$ cat config.mk
export PLATFORM = sky130hd
export DESIGN_NAME = fir_result_fifo
export DESIGN_NICKNAME = d
export VERILOG_FILES = /design/src/rtl/fir_result_fifo.sv
export SDC_FILE = /design/constraint.sdc
export NUM_CORES = 1
export LEC_CHECK = 0
export BUFFER_PORTS_ARGS = -buffer_cell sky130_fd_sc_hd__buf_2
export CAP_MARGIN = 20
export CELL_PAD_IN_SITES_DETAIL_PLACEMENT = 0
export CELL_PAD_IN_SITES_GLOBAL_PLACEMENT = 2
export CORE_ASPECT_RATIO = 1.4
export CORE_MARGIN = 2
export CORE_UTILIZATION = 38
export DETAILED_ROUTE_END_ITERATION = 8
export GPL_TIMING_DRIVEN = 0
export HOLD_SLACK_MARGIN = 0.1
export PLACE_DENSITY = 0.72
export SLEW_MARGIN = 30
export SYNTH_ARGS = -nofsm -noshare
export SYNTH_HDL_FRONTEND = slang
export SYNTH_SLANG_ARGS = --single-unit
$ cat constraint.sdc
create_clock -name clk -period 2.2 [get_ports clk]
set_input_delay 0.11 -clock clk [delete_from_list [all_inputs] [get_ports clk]]
set_output_delay 0.11 -clock clk [all_outputs]
set_load 0.005 [all_outputs]
$ cat src/rtl/fir_result_fifo.sv
// FIR output stage: drops warm-up results, requantizes 2(m+n)-bit results to m+n bits, buffers in a DEPTH-word FIFO.
// Latency: one cycle from an accepted (non-discarded) result to out_valid; out_data is read straight from registers.
// Backpressure: in_ready deasserts when the FIFO is full (warm-up always accepts); it never depends on out_ready.
// Build option: define FIR_RQ_SATURATE_EN to clamp out-of-range words, otherwise the low m+n bits are kept (wrap).
module fir_result_fifo #(
  parameter int n      = 4,
  parameter int m      = 4,
  parameter int DEPTH  = 8,
  parameter int WARMUP = 4
) (
  input  logic                       clk,
  input  logic                       rst_n,
  input  logic                       flush,
  input  logic                       in_valid,
  input  logic [2*(m+n)-1:0]         in_data,
  output logic                       in_ready,
  output logic                       out_valid,
  output logic [m+n-1:0]             out_data,
  input  logic                       out_ready,
  output logic [$clog2(DEPTH):0]     count,
  output logic                       ovf_sticky
);

  localparam int IW  = 2 * (m + n);
  localparam int OW  = m + n;
  localparam int SW  = IW + 1;
  localparam int AW  = $clog2(DEPTH);
  localparam int CW  = AW + 1;
  localparam int WCW = (WARMUP > 0) ? $clog2(WARMUP + 1) : 1;

  localparam logic [0:0] ST_WARM = 1'b0;
  localparam logic [0:0] ST_RUN  = 1'b1;
  // With no warm-up requested the block comes out of reset/flush already running.
  localparam logic [0:0] ST_INIT = (WARMUP == 0) ? ST_RUN : ST_WARM;

  localparam logic [OW-1:0] SAT_MAX = {1'b0, {(OW-1){1'b1}}};
  localparam logic [OW-1:0] SAT_MIN = {1'b1, {(OW-1){1'b0}}};

  logic [0:0]     state_q, state_d;
  logic [WCW-1:0] warm_q, warm_d;
  logic [AW-1:0]  wr_ptr_q, wr_ptr_d;
  logic [AW-1:0]  rd_ptr_q, rd_ptr_d;
  logic [CW-1:0]  count_q, count_d;
  logic           ovf_q, ovf_d;
  logic [OW-1:0]  mem_q [DEPTH];

  logic                 accept;
  logic                 pop;
  logic                 push;
  logic signed [SW-1:0] rq_sum;
  logic signed [SW-1:0] rq_shift;
  logic                 rq_oor;
  logic [OW-1:0]        rq_word;

  // Handshake terms; in_ready is a function of registered state only.
  always_comb begin
    in_ready  = (state_q == ST_WARM) || (count_q < CW'(DEPTH));
    out_valid = (count_q != '0);
    accept    = in_valid && in_ready;
    pop       = out_valid && out_ready;
    push      = accept && (state_q == ST_RUN);
  end

  // Round half up at the dropped LSBs, then check that the shifted value fits in OW signed bits.
  always_comb begin
    rq_sum   = {in_data[IW-1], in_data} + (SW'(1) << (n - 1));
    rq_shift = rq_sum >>> n;
    // In range exactly when every bit from the new sign position upward agrees.
    rq_oor   = !((&rq_shift[SW-1:OW-1]) || (~|rq_shift[SW-1:OW-1]));
`ifdef FIR_RQ_SATURATE_EN
    if (rq_oor) begin
      rq_word = rq_shift[SW-1] ? SAT_MIN : SAT_MAX;
    end else begin
      rq_word = rq_shift[OW-1:0];
    end
`else
    rq_word = rq_shift[OW-1:0];
`endif
  end

  // Next-state for warm-up tracking, pointers, occupancy and the overflow flag; flush wins over everything.
  always_comb begin
    state_d  = state_q;
    warm_d   = warm_q;
    wr_ptr_d = wr_ptr_q;
    rd_ptr_d = rd_ptr_q;
    count_d  = count_q;
    ovf_d    = ovf_q;
    if (flush) begin
      state_d  = ST_INIT;
      warm_d   = '0;
      wr_ptr_d = '0;
      rd_ptr_d = '0;
      count_d  = '0;
      ovf_d    = 1'b0;
    end else begin
      if (accept && (state_q == ST_WARM)) begin
        warm_d = warm_q + 1'b1;
        // The word that completes the warm-up is itself discarded.
        if (warm_d == WCW'(WARMUP)) begin
          state_d = ST_RUN;
        end
      end
      if (push) begin
        wr_ptr_d = wr_ptr_q + 1'b1;
        if (rq_oor) begin
          ovf_d = 1'b1;
        end
      end
      if (pop) begin
        rd_ptr_d = rd_ptr_q + 1'b1;
      end
      case ({push, pop})
        2'b10:   count_d = count_q + 1'b1;
        2'b01:   count_d = count_q - 1'b1;
        default: count_d = count_q;
      endcase
    end
  end

  // Control state registers; reset empties the FIFO immediately.
  always_ff @(posedge clk or negedge rst_n) begin
    if (!rst_n) begin
      state_q  <= ST_INIT;
      warm_q   <= '0;
      wr_ptr_q <= '0;
      rd_ptr_q <= '0;
      count_q  <= '0;
      ovf_q    <= 1'b0;
    end else begin
      state_q  <= state_d;
      warm_q   <= warm_d;
      wr_ptr_q <= wr_ptr_d;
      rd_ptr_q <= rd_ptr_d;
      count_q  <= count_d;
      ovf_q    <= ovf_d;
    end
  end

  // Storage array; contents are only meaningful below count, so it carries no reset.
  always_ff @(posedge clk) begin
    if (push && !flush) begin
      mem_q[wr_ptr_q] <= rq_word;
    end
  end

  // Output drive straight from registers.
  always_comb begin
    out_data   = mem_q[rd_ptr_q];
    count      = count_q;
    ovf_sticky = ovf_q;
  end

endmodule

## After elaboration in Yosys (flattened, before gate mapping)

Memories as Yosys holds them, arrays and structs flattened.
Cells that the tools add are included.

| word-level totals | value |
|---|---|
| register bits after elaboration | 15 |
| bits in writable memories | 64 |
| input port bits | 21 |
| logic and storage cells | 54 |
| memories kept | 1 |

Memory list:

| name | words | bits a word | read ports | clocked after memory_dff | wr ports | RTL line | RTL |
|---|---|---|---|---|---|---|---|
| mem_q | 8 | 8 | 1 | 0 | 1 | 45 | `logic [OW-1:0] mem_q [DEPTH];` |

| operators by class | value |
|---|---|
| add/sub/neg operators | 6 |
| $lt $le $gt $ge | 1 |
| equal/unequal tests | 4 |
| multiplexer cells | 16 |
| bitwise logic cells | 1 |
| reductions and logical operators | 19 |

Operators by type and width:

| operator | number |
|---|---|
| two-way mux 3 bit | 6 |
| adder 16 x 5 -> 17 bit, second input constant | 1 |
| adder 3 x 1 -> 3 bit, second input constant | 3 |
| two-way mux 1 bit | 8 |
| case mux 4 bit (2 select lines) | 1 |
| nonzero test 2 bit | 4 |
| AND reduction 6 bit | 1 |
| OR reduction 6 bit | 1 |
| logical AND 1 bit | 5 |
| adder 4 x 1 -> 4 bit, second input constant | 1 |
| < comparator 4 bit, second input constant | 1 |
| two-way mux 4 bit | 1 |
| AND reduction 2 bit | 2 |
| nonzero test 4 bit | 1 |
| subtractor 4 x 1 -> 4 bit, second input constant | 1 |
| == test 3 bit, second input constant | 1 |
| nonzero test 3 bit | 1 |
| == test 2 x 1 -> 1 bit, second input constant | 1 |
| == test 2 bit, second input constant | 1 |
| logical NOT 1 bit | 2 |
| logical OR 1 bit | 2 |
| inequality test 2 bit, second input constant | 1 |
| NOT 1 bit | 1 |

## Logic depth before layout (Yosys ltp)

Gate-level depths: netlist (run 1).

| depth | value |
|---|---|
| depth after elaboration | 7 |
| mapped depth | 9 |
| mapped depth without buffers | 8 |

## Worst setup path after synthesis (run 1)

OpenSTA, ideal clock, no wires.

| path | value |
|---|---|
| kind | reg2reg |
| from | reg count_q[1] (netlist: count[1]) |
| to | reg count_q[3] (netlist: count[3]) |
| library setup time | 132 ps |
| arrival time | 2240 ps |
| setup slack | -172 ps |
| cell stages (with the launch flop) | 10 |
| clock period less this slack | 2372 ps |
| path through | dfrtp_1 -> buf_6 -> o41ai_4 -> nor2_2 -> ha_1 -> o21ai_0 -> or4b_1 -> o21ai_0 -> xnor2_1 -> nor2_1 |

| on the way | value |
|---|---|
| cells in the longest elaborated chain, start to end | 7 |
| elaborated cells between the ends (all ways) | 13 |
| classes of those cells | 2 x add/sub; 1 x order compare; 2 x eq/ne; 2 x mux; 6 x reduce/logical |

Ends and longest elaborated chain:

| item | RTL line | RTL |
|---|---|---|
| from (decl) | 43 | `logic [CW-1:0] count_q, count_d;` |
| from (signal assigned) | 135 | `count_q <= count_d;` |
| < comparator 4 bit | 57 | `in_ready = (state_q == ST_WARM) \|\| (count_q < CW'(DEPTH));` |
| logical OR 1 bit | 57 |  |
| logical AND 1 bit | 59 | `accept = in_valid && in_ready;` |
| logical AND 1 bit | 61 | `push = accept && (state_q == ST_RUN);` |
| == test 2 x 1 -> 1 bit / == test 2 bit (equally long branches) | 113 | `case ({push, pop})` |
| case mux 4 bit (2 select lines) | 113 |  |
| two-way mux 4 bit | 89 | `if (flush) begin` |

Several ways; a longest one is shown, not always the timed one.
A chain may end at the register's enable or synchronous reset.

## Final worst setup path (run 1)

| path | value |
|---|---|
| from | reg count_q[3] (netlist: count[3]) |
| to | mem mem_q[2][0] (netlist name) (enable) |

| on the way | value |
|---|---|
| cells in the longest elaborated chain, start to end | 7 |

Ends and longest elaborated chain:

| item | RTL line | RTL |
|---|---|---|
| < comparator 4 bit | 57 |  |
| logical OR 1 bit | 57 |  |
| logical AND 1 bit | 59 |  |
| logical AND 1 bit | 61 |  |
| logical AND 1 bit | 142 | `if (push && !flush) begin` |
| two-way mux 1 bit | 142 |  |
| two-way mux 1 bit (implied by the code) | 143 | `mem_q[wr_ptr_q] <= rq_word;` |
| to (decl) | 45 |  |

Every way passes these cells.

==> run_results.csv, run 1 <==
group,metric,value,unit
run_status,status,"complete, but fails checks",
run_status,violations,"negative setup slack",
layout,syn_to_final_growth,22.4,%
grt,grt_util_all_layers,15.1,%
sta,clock_skew,0.00424,ns
grt,grt_max_degree,16,
logic_synthesis,yosysSeqAreaShare,63.6,%
clocking,cts_htree_levels,3,
logic_synthesis,syn-num-nets,262,
logic_synthesis,ys_types,40,
logic_synthesis,synth_edf_count,64,
worst_setup_path,path_max_fanout,8,
flow_run,drv_cap,0,
power_and_ir_drop,leakage,1.57,nW
worst_setup_path,arrival,2.22,ns
logic_synthesis,netlist_instances,234,
clocking,clk_path_buf_depth,2,
logic_synthesis,postSynth.asyncResetShare,19.0,%
sta,slew_violations,0,
logic_synthesis,ys_top_cells_by_area,"edfxtp_1 53%, dfrtp_1 10%, mux4_2 10%, xnor2_1 2.9%, mux2_2 2.8%",
clocking,cts_buffers,9,
clocking,cts_tree,"done",
layout,fillers,873,
floorplanning,core,9350,sq um
power_and_ir_drop,vdd_drop_max,0.000566,V
worst_setup_path,crit_path_end_kind,"flop",
grt,antenna_found_initial,0,
floorplanning,die_h,119,microns
logic_synthesis,synth_top_area_share,53.2,%
placed_design,hpwl,4890,microns
sta,setup_slack,-0.0647,ns
placed_design,port_buffers,31,
worst_setup_path,critPathLaunchType,"flop",
detailed_routing,drcViolationCount,0,
grt,grt_pass1_vias,2080,
detailed_routing,wirelength,7070,microns
sta,fin_setup_tns,-0.482,ns
logic_synthesis,synth.most_common_cell,"edfxtp_1",
worst_setup_path,critPathKind,"reg -> reg",
layout,antenna_cells,0,
worst_setup_path,worst_ep_required_time,2.16,ns
clocking,cts-root-buf,"clkbuf_16",
detailed_routing,drt-initial-drc-count,123,
layout,final_cells,404,
floorplanning,die_x,86.4,microns
floorplanning,start_util,38.6,%
floorplanning,dieArea,10300,sq um
logic_synthesis,ys_ff_latch,79,
hold_path,worst_hold_startpoint,"flush",
clocking,cts.sinks,79,
logic_synthesis,synth_area,3610,sq um
detailed_routing,via_per_inst,5.21,
power_and_ir_drop,power,4.47,mW
logic_synthesis,syn_avg_cell_area,15.4,sq um
logic_synthesis,ys.flop_type,"edfxtp_1",
sta,slew_headroom,37.0,%
power_and_ir_drop,p_per_area,1010,nW/um^2
detailed_routing,detail-route-antenna-nets,0,
grt,grt_pass1_wl,11200,microns
sta,setup_viol,9,
logic_synthesis,synth_largest_area_cell,"edfxtp_1",
detailed_routing,post_drt_wl_per_cell,17.5,microns
logic_synthesis,ys_top_cells_by_count,"64 x edfxtp_1, 23 x nor2_1, 16 x mux4_2, 16 x nand2_1, 15 x dfrtp_1",
floorplanning,io-pin-count,36,
detailed_routing,first_pass_iters,4,
placed_design,gp_congestion,0.729,
sta,fmax,442,MHz
layout,finish.instance_area,4420,sq um
sta,tightest_slew,0.942,ns
layout,fin_nets,317,
sta,rsz0062_at_grt,"true",
sta,fin_crit,2.26,ns
sta,finalCritPeriodShare,103,%
clocking,clkSlewWorstSetupHoldPaths,0.06,ns
placed_design,placed_area,3940,sq um
placed_design,dp.cells,376,
worst_setup_path,reg2reg_from,"count[3]",
grt,grt_overflow,0,
sta,hold_viol,0,
clocking,clk_latency,0.34,ns
floorplanning,rows,42,
hold_path,holdCritPathClass,"in -> reg",
logic_synthesis,synth-warning-count,0,
detailed_routing,vias,2104,
worst_setup_path,crit_start,"count[3]",
layout,drive_above_1_share,37.1,%
[sequential cells by signal (all words and copies together) (netlist names)]
register / cells
state_q: 1
warm_q: 3
rd_ptr_q: 3
ovf_sticky: 1
count: 4
wr_ptr_q: 3
mem_q: 64
[stage by stage]
stage	hold WS, ns	worst slack [ns]	util, %
floorplan	-0.186	-0.0101	-
finish	0.166	-0.0647	47.3
global route	0.227	-0.170	47.3
CTS	0.185	-0.115	46.1
detailed placement	0.0506	-0.218	42.1
global placement	0.0429	-0.556	41.9
[path summary, 6_finish.rpt]
| check | to | slack [ns] | cells past startpoint |
|---|---|---|---|
| min in group asynchronous | warm_q[0] | 0.21 | 2 |
| setup reg to reg | mem_q[2][0] | -0.06 | 3 |
| hold / removal | rd_ptr_q[1] | 0.17 | 2 |
| hold reg to reg | ovf_sticky | 0.48 | 2 |
| setup / recovery | mem_q[2][0] | -0.06 | 3 |
| max in group asynchronous | count[2] | 1.70 | 2 |
[report_power, final]
group,leakage (nW),internal [mW],total (mW),switching [mW]
Clock,0.148,0.994,1.58,0.583
Sequential,0.774,1.67,1.73,0.0600
Combinational,0.645,0.678,1.16,0.478
Total,1.57,3.35,4.47,1.12
[layout make-up]
class / count / area, sq um / area share (%)
clock inverter: 7 / 96.3 / 2.18
buffer: 9 / 73.8 / 1.67
multi-input combinational: 143 / 1300 / 29.3
tap: 110 / 138 / 3.11
timing repair buffer: 45 / 282 / 6.37
sequential: 79 / 2300 / 52.1
clock buffer: 9 / 225 / 5.09
inverter: 2 / 7.51 / 0.170
[cell usage in the layout (no fill, tap or decap), drive strengths merged, types with 9 or more instances in the layout]
cell type / instances
nand2: 16
mux2: 9
xnor2: 12
mux4: 16
dfrtp: 15
edfxtp: 64
clkbuf: 14
buf: 47
nor2: 24
[cell families (layout without fill, tap and decap cells)]
kind of cell	after synthesis	in the layout	share of synthesized area, %
simple gates	71	71	9.88
flops	79	79	63.6
fa+ha+maj	7	7	2.43
xor+xnor	18	18	4.37
buf+inv	12	72	1.73
mux	29	29	13.9
compound gates	18	18	4.09
[routing by layer]
metal | wire [microns] | vias to the layer above | part of all wire [%] | global-route usage, %
li1 | - | 1008 | - | -
met1 | 3010 | 1032 | 43 | 18.8
met2 | 3590 | 53 | 51 | 24.1
met3 | 318 | 11 | 4.5 | 4.57
met4 | 148 | 0 | 2.1 | 6.54
met5 | 0 | - | 0 | 0
[what timing repair did]
action                                  CTS  global route
hold buffers                              2             0
buffers inserted                          2            10
pin swaps                                 1             7
gates cloned                              0             0
endpoints found under the setup margin   34            30
gates resized for setup                   9             9
hold endpoints to repair                 16             0
[worst max-delay path, cell delays in order (launching register included)]
cell and delay, ns:
dfrtp_2 0.44, nand3b_1 0.25, or3_1 0.43, nor2_1 0.76
Power figures use the tool's default switching activity.
==> inputs of run 2 (changes only) <==
REMOVE_ABC_BUFFERS = 1   (was not set)
==> run_results.csv, run 2 (synthesized netlist as in run 1, its figures left out) <==
group,metric,value,unit
detailed_routing,first_pass_iters,4,
power_and_ir_drop,power,3.98,mW
layout,fillers,846,
sta,setup_slack,0.0493,ns
detailed_routing,post_drt_wl_per_cell,17.7,microns
sta,hold_slack,0.176,ns
placed_design,port_buffers,32,
floorplanning,dieArea,10300,sq um
flow_run,drv_cap,0,
grt,grt_pass1_wl,10900,microns
sta,rsz0062_at_grt,"true",
sta,fin_crit,2.15,ns
power_and_ir_drop,p_per_area,935,nW/um^2
sta,slew_headroom,46.1,%
detailed_routing,drcViolationCount,0,
clocking,clk_latency,0.32,ns
worst_setup_path,path_cells,"o41ai_4 -> nor2_2 -> ha_4 -> o21ai_0 -> or4b_1 -> o21ai_2 -> xnor2_1 -> nor2_1",
sta,setup_viol,0,
layout,ff_latch_area,2310,sq um
clocking,cts_htree_levels,3,
floorplanning,die_h,119,microns
floorplanning,io-pin-count,36,
clocking,cts.sinks,79,
worst_setup_path,cp_top_family,"simple AND/OR/NAND/NOR gates",
floorplanning,core,9350,sq um
layout,syn_to_final_growth,17.7,%
detailed_routing,wirelength,6920,microns
worst_setup_path,critPathBufInv,0,
worst_setup_path,critPathLaunchType,"flop",
layout,drive_above_1_share,35.5,%
placed_design,gp_congestion,0.789,
grt,grt_overflow,0,
hold_path,holdPathStages,2,
sta,hold_viol,0,
layout,final_cell_mix,"64 x edfxtp_1, 32 x buf_2, 18 x nor2_1",
grt,grt.busiest_layer,"met2",
grt,grt_util_all_layers,14.6,%
layout,top_register,"mem_q",
worst_setup_path,reg2reg_to,"count[3]",
power_and_ir_drop,leakage,1.48,nW
detailed_routing,detail-route-antenna-nets,0,
clocking,clk_path_buf_depth,2,
sta,tightest_slew,0.805,ns
sta,clock_skew,0.00434,ns
placed_design,hpwl,4670,microns
detailed_routing,vias,2030,
hold_path,holdCritPathClass,"in -> reg",
clocking,cts-root-buf,"clkbuf_16",
layout,multiInputGateArea,1300,sq um
layout,fin_nets,305,
floorplanning,die_x,86.4,microns
grt,antenna_found_initial,0,
layout,final_common_cell,"edfxtp_1",
clocking,clkSlewWorstSetupHoldPaths,0.05,ns
worst_setup_path,worst-r2r-cell-count,8,
clocking,cts_tree,"done",
clocking,cts_buffers,9,
sta,finalCritPeriodShare,97.8,%
layout,largest_register_ffs,64,
floorplanning,start_util,38.6,%
detailed_routing,via_per_inst,5.18,
worst_setup_path,worst_ep_required_time,2.40,ns
grt,met1_usage,16.9,%
sta,fmax,465,MHz
worst_setup_path,crit_path_end_kind,"flop",
grt,grt_util_met2,25.5,%
worst_setup_path,critPathKind,"reg -> reg",
worst_setup_path,cpPeakStageDelay,0.46,ns
layout,antenna_cells,0,
worst_setup_path,reg2reg_slack,0.05,ns
grt,grt_max_degree,19,
detailed_routing,drt-initial-drc-count,72,
floorplanning,rows,42,
worst_setup_path,critPathSlowestCell,"or4b_1",
hold_path,hold_end,"warm_q[0]",
placed_design,dpl_worst_slack,-0.387,ns
grt,grtUsageMet3,3.47,%
worst_setup_path,path_max_fanout,7,
worst_setup_path,reg2reg_from,"count[1]",
worst_setup_path,arrival,2.35,ns
hold_path,worst_hold_startpoint,"flush",
run_status,status,"finished clean",
sta,slew_violations,0,
worst_setup_path,cp_num_cells,8,
grt,grt_pass1_vias,2058,
power_and_ir_drop,vdd_drop_max,0.000532,V
[run 2: cell count changes in the layout (fill, tap and decap cells not counted), moves of 3 or more]
cell / delta
nor2_1: -3
buf_4: -3
nor2_2: +3
buf_6: -3
[run 2: metrics by stage]
step | instances | instance area (sq um) | TNS, ns | util (%)
finish | 392 | 4250 | 0 | 45.5
CTS | 385 | 4180 | -2.93 | 44.7
global route | 392 | 4250 | -0.0611 | 45.5
global placement | 366 | 3850 | -10.0 | 41.2
floorplan | 224 | 3560 | -0.125 | -
detailed placement | 366 | 3860 | -4.89 | 41.3
[run 2: area by class of cell]
cell class,instances,share of cell area (%)
well taps,110,3.24
inverters,2,0.177
flip-flops and latches,79,54.3
multi-input cells,143,30.5
repair buffers,42,5.74
clock inverters,5,0.589
clock buffers,11,5.47
[run 2: per-layer routing]
layer,vias up,part of all wire [%]
met5,-,0
met4,0,1.3
met3,6,2.9
met2,38,55
met1,997,41
li1,989,-
[run 2: worst max path at each step]
stage               startpoint           to  slack [ns]
floorplan             count[1]     count[3]       -0.13
finish                count[1]     count[3]        0.05
detailed placement    count[1]     count[3]       -0.39
CTS                   count[3]  mem_q[2][5]       -0.16
global route          count[1]     count[3]       -0.04
global placement      count[3]  mem_q[0][5]       -0.49
[run 2: power by group]
group | switching (mW) | total (mW) | internal [mW]
clock network | 0.520 | 1.27 | 0.751
registers | 0.166 | 1.85 | 1.68
logic | 0.323 | 0.858 | 0.535
total | 1.01 | 3.98 | 2.97
[run 2: what timing repair did]
item                                    4_1_cts  5_1_grt
pin swaps                                     1        4
buffers inserted                              1        7
endpoints found under the hold margin        16        0
hold buffers                                  2        0
endpoints found under the setup margin       48       34
resized for setup                             9        8
==> inputs of run 3 (changes only) <==
CORE_MARGIN = not set   (was 2)
==> run_results.csv, run 3 (synthesized netlist as in run 1, its figures left out) <==
group,metric,value,unit
grt,grt_pass1_wl,11300,microns
grt,antenna_found_initial,0,
sta,slew_violations,0,
worst_setup_path,worst_ep_required_time,2.40,ns
clocking,cts-root-buf,"clkbuf_16",
grt,grt_util_all_layers,15.2,%
detailed_routing,via_per_inst,5.32,
worst_setup_path,reg2reg_slack,0.06,ns
run_status,status,"finished clean",
layout,final_cell_mix,"64 x edfxtp_1, 32 x buf_2, 18 x nor2_1",
worst_setup_path,worst-r2r-cell-count,8,
worst_setup_path,critPathLaunchType,"flop",
floorplanning,dieArea,9900,sq um
layout,syn_to_final_growth,18.5,%
hold_path,holdPathStages,2,
layout,final_cells,388,
worst_setup_path,critPathKind,"reg -> reg",
worst_setup_path,arrival,2.34,ns
sta,fmax,468,MHz
detailed_routing,detail-route-antenna-nets,0,
floorplanning,die_h,117,microns
clocking,clk_latency,0.33,ns
worst_setup_path,crit_path_end_kind,"flop",
power_and_ir_drop,p_per_area,969,nW/um^2
detailed_routing,vias,2065,
clocking,clk_path_buf_depth,2,
floorplanning,io-pin-count,36,
grt,grt_pass1_vias,2109,
placed_design,dp.cells,363,
layout,largest_register_ffs,64,
sta,setup_slack,0.0626,ns
detailed_routing,first_pass_iters,4,
clocking,cts_htree_levels,3,
sta,hold_viol,0,
sta,fin_setup_tns,0,ns
placed_design,port_buffers,32,
placed_design,gp_congestion,0.743,
sta,rsz0062_at_grt,"true",
layout,antenna_cells,0,
clocking,cts_buffers,9,
layout,fin_util,46.9,%
layout,final_common_cell,"edfxtp_1",
grt,grt_max_degree,19,
clocking,clkSlewWorstSetupHoldPaths,0.06,ns
layout,top_register,"mem_q",
sta,finalCritPeriodShare,97.2,%
sta,fin_crit,2.14,ns
detailed_routing,drt-initial-drc-count,128,
floorplanning,die_x,84.4,microns
detailed_routing,post_drt_wl_per_cell,17.6,microns
worst_setup_path,path_max_fanout,6,
hold_path,holdCritPathClass,"in -> reg",
detailed_routing,wirelength,6850,microns
detailed_routing,drcViolationCount,0,
power_and_ir_drop,leakage,1.49,nW
layout,drive_above_1_share,35.9,%
power_and_ir_drop,vdd_drop_max,0.000576,V
sta,clock_skew,0.00598,ns
floorplanning,start_util,39.5,%
sta,tightest_slew,0.853,ns
power_and_ir_drop,power,4.15,mW
flow_run,drv_cap,0,
placed_design,hpwl,4520,microns
layout,fin_nets,305,
floorplanning,rows,41,
floorplanning,core,9130,sq um
clocking,cts.sinks,79,
grt,grt_overflow,0,
sta,slew_headroom,42.9,%
placed_design,dpl_worst_slack,-0.392,ns
clocking,cts_tree,"done",
sta,setup_viol,0,
-- run 3: cell type report --
| cell class | instances | area (sq um) |
|---|---|---|
| fillers | 817 | 4850 |
| flip-flops and latches | 79 | 2310 |
| well taps | 107 | 134 |
| clock buffers | 9 | 225 |
| inverters | 2 | 7.51 |
| repair buffers | 42 | 244 |
| multi-input cells | 143 | 1300 |
| clock inverters | 6 | 62.6 |
-- run 3: worst paths after layout --
path | from | to
worst min-delay path | flush | warm_q[2]
min in group asynchronous | rst_n | warm_q[0]
worst min register to register | ovf_sticky | ovf_sticky
worst max-delay path | count[3] | count[3]
worst max register to register | count[3] | count[3]
max in group asynchronous | rst_n | rd_ptr_q[0]
-- run 3: critical path: stages (launching register included) --
cell,delay (ns)
dfrtp_2,0.44
o41ai_4,0.43
nor2_2,0.10
ha_4,0.24
o21ai_0,0.06
or4b_4,0.47
o21ai_2,0.08
xnor2_1,0.14
nor2_1,0.05
-- run 3: routing by layer --
metal,vias up,global-route usage (%),part of all wire (%)
li1,984,-,-
met1,1033,18.5,42
met2,38,26.2,53
met3,10,3.17,3.3
met4,0,6.25,1.6
met5,-,0,0
-- run 3: report_power, final --
part,internal [mW],switching (mW)
Combinational,0.553,0.329
Sequential,1.68,0.160
Clock,0.867,0.560
Total,3.10,1.05
-- run 3: per-stage QoR --
step           instance area, sq um  hold WS [ns]
3_3_place_gp                   3850        0.0413
5_1_grt                        4280         0.183
2_1_floorplan                  3560        -0.186
6_report                       4280         0.161
3_5_place_dp                   3860        0.0472
4_1_cts                        4200         0.173
-- run 3: repair_timing --
action,in CTS,in global routing
endpoints found under the hold margin,16,0
hold buffers,2,0
resized for setup,6,10
endpoints found under the setup margin,42,50
buffers inserted,1,7
pin swaps,1,2
cloned,0,0
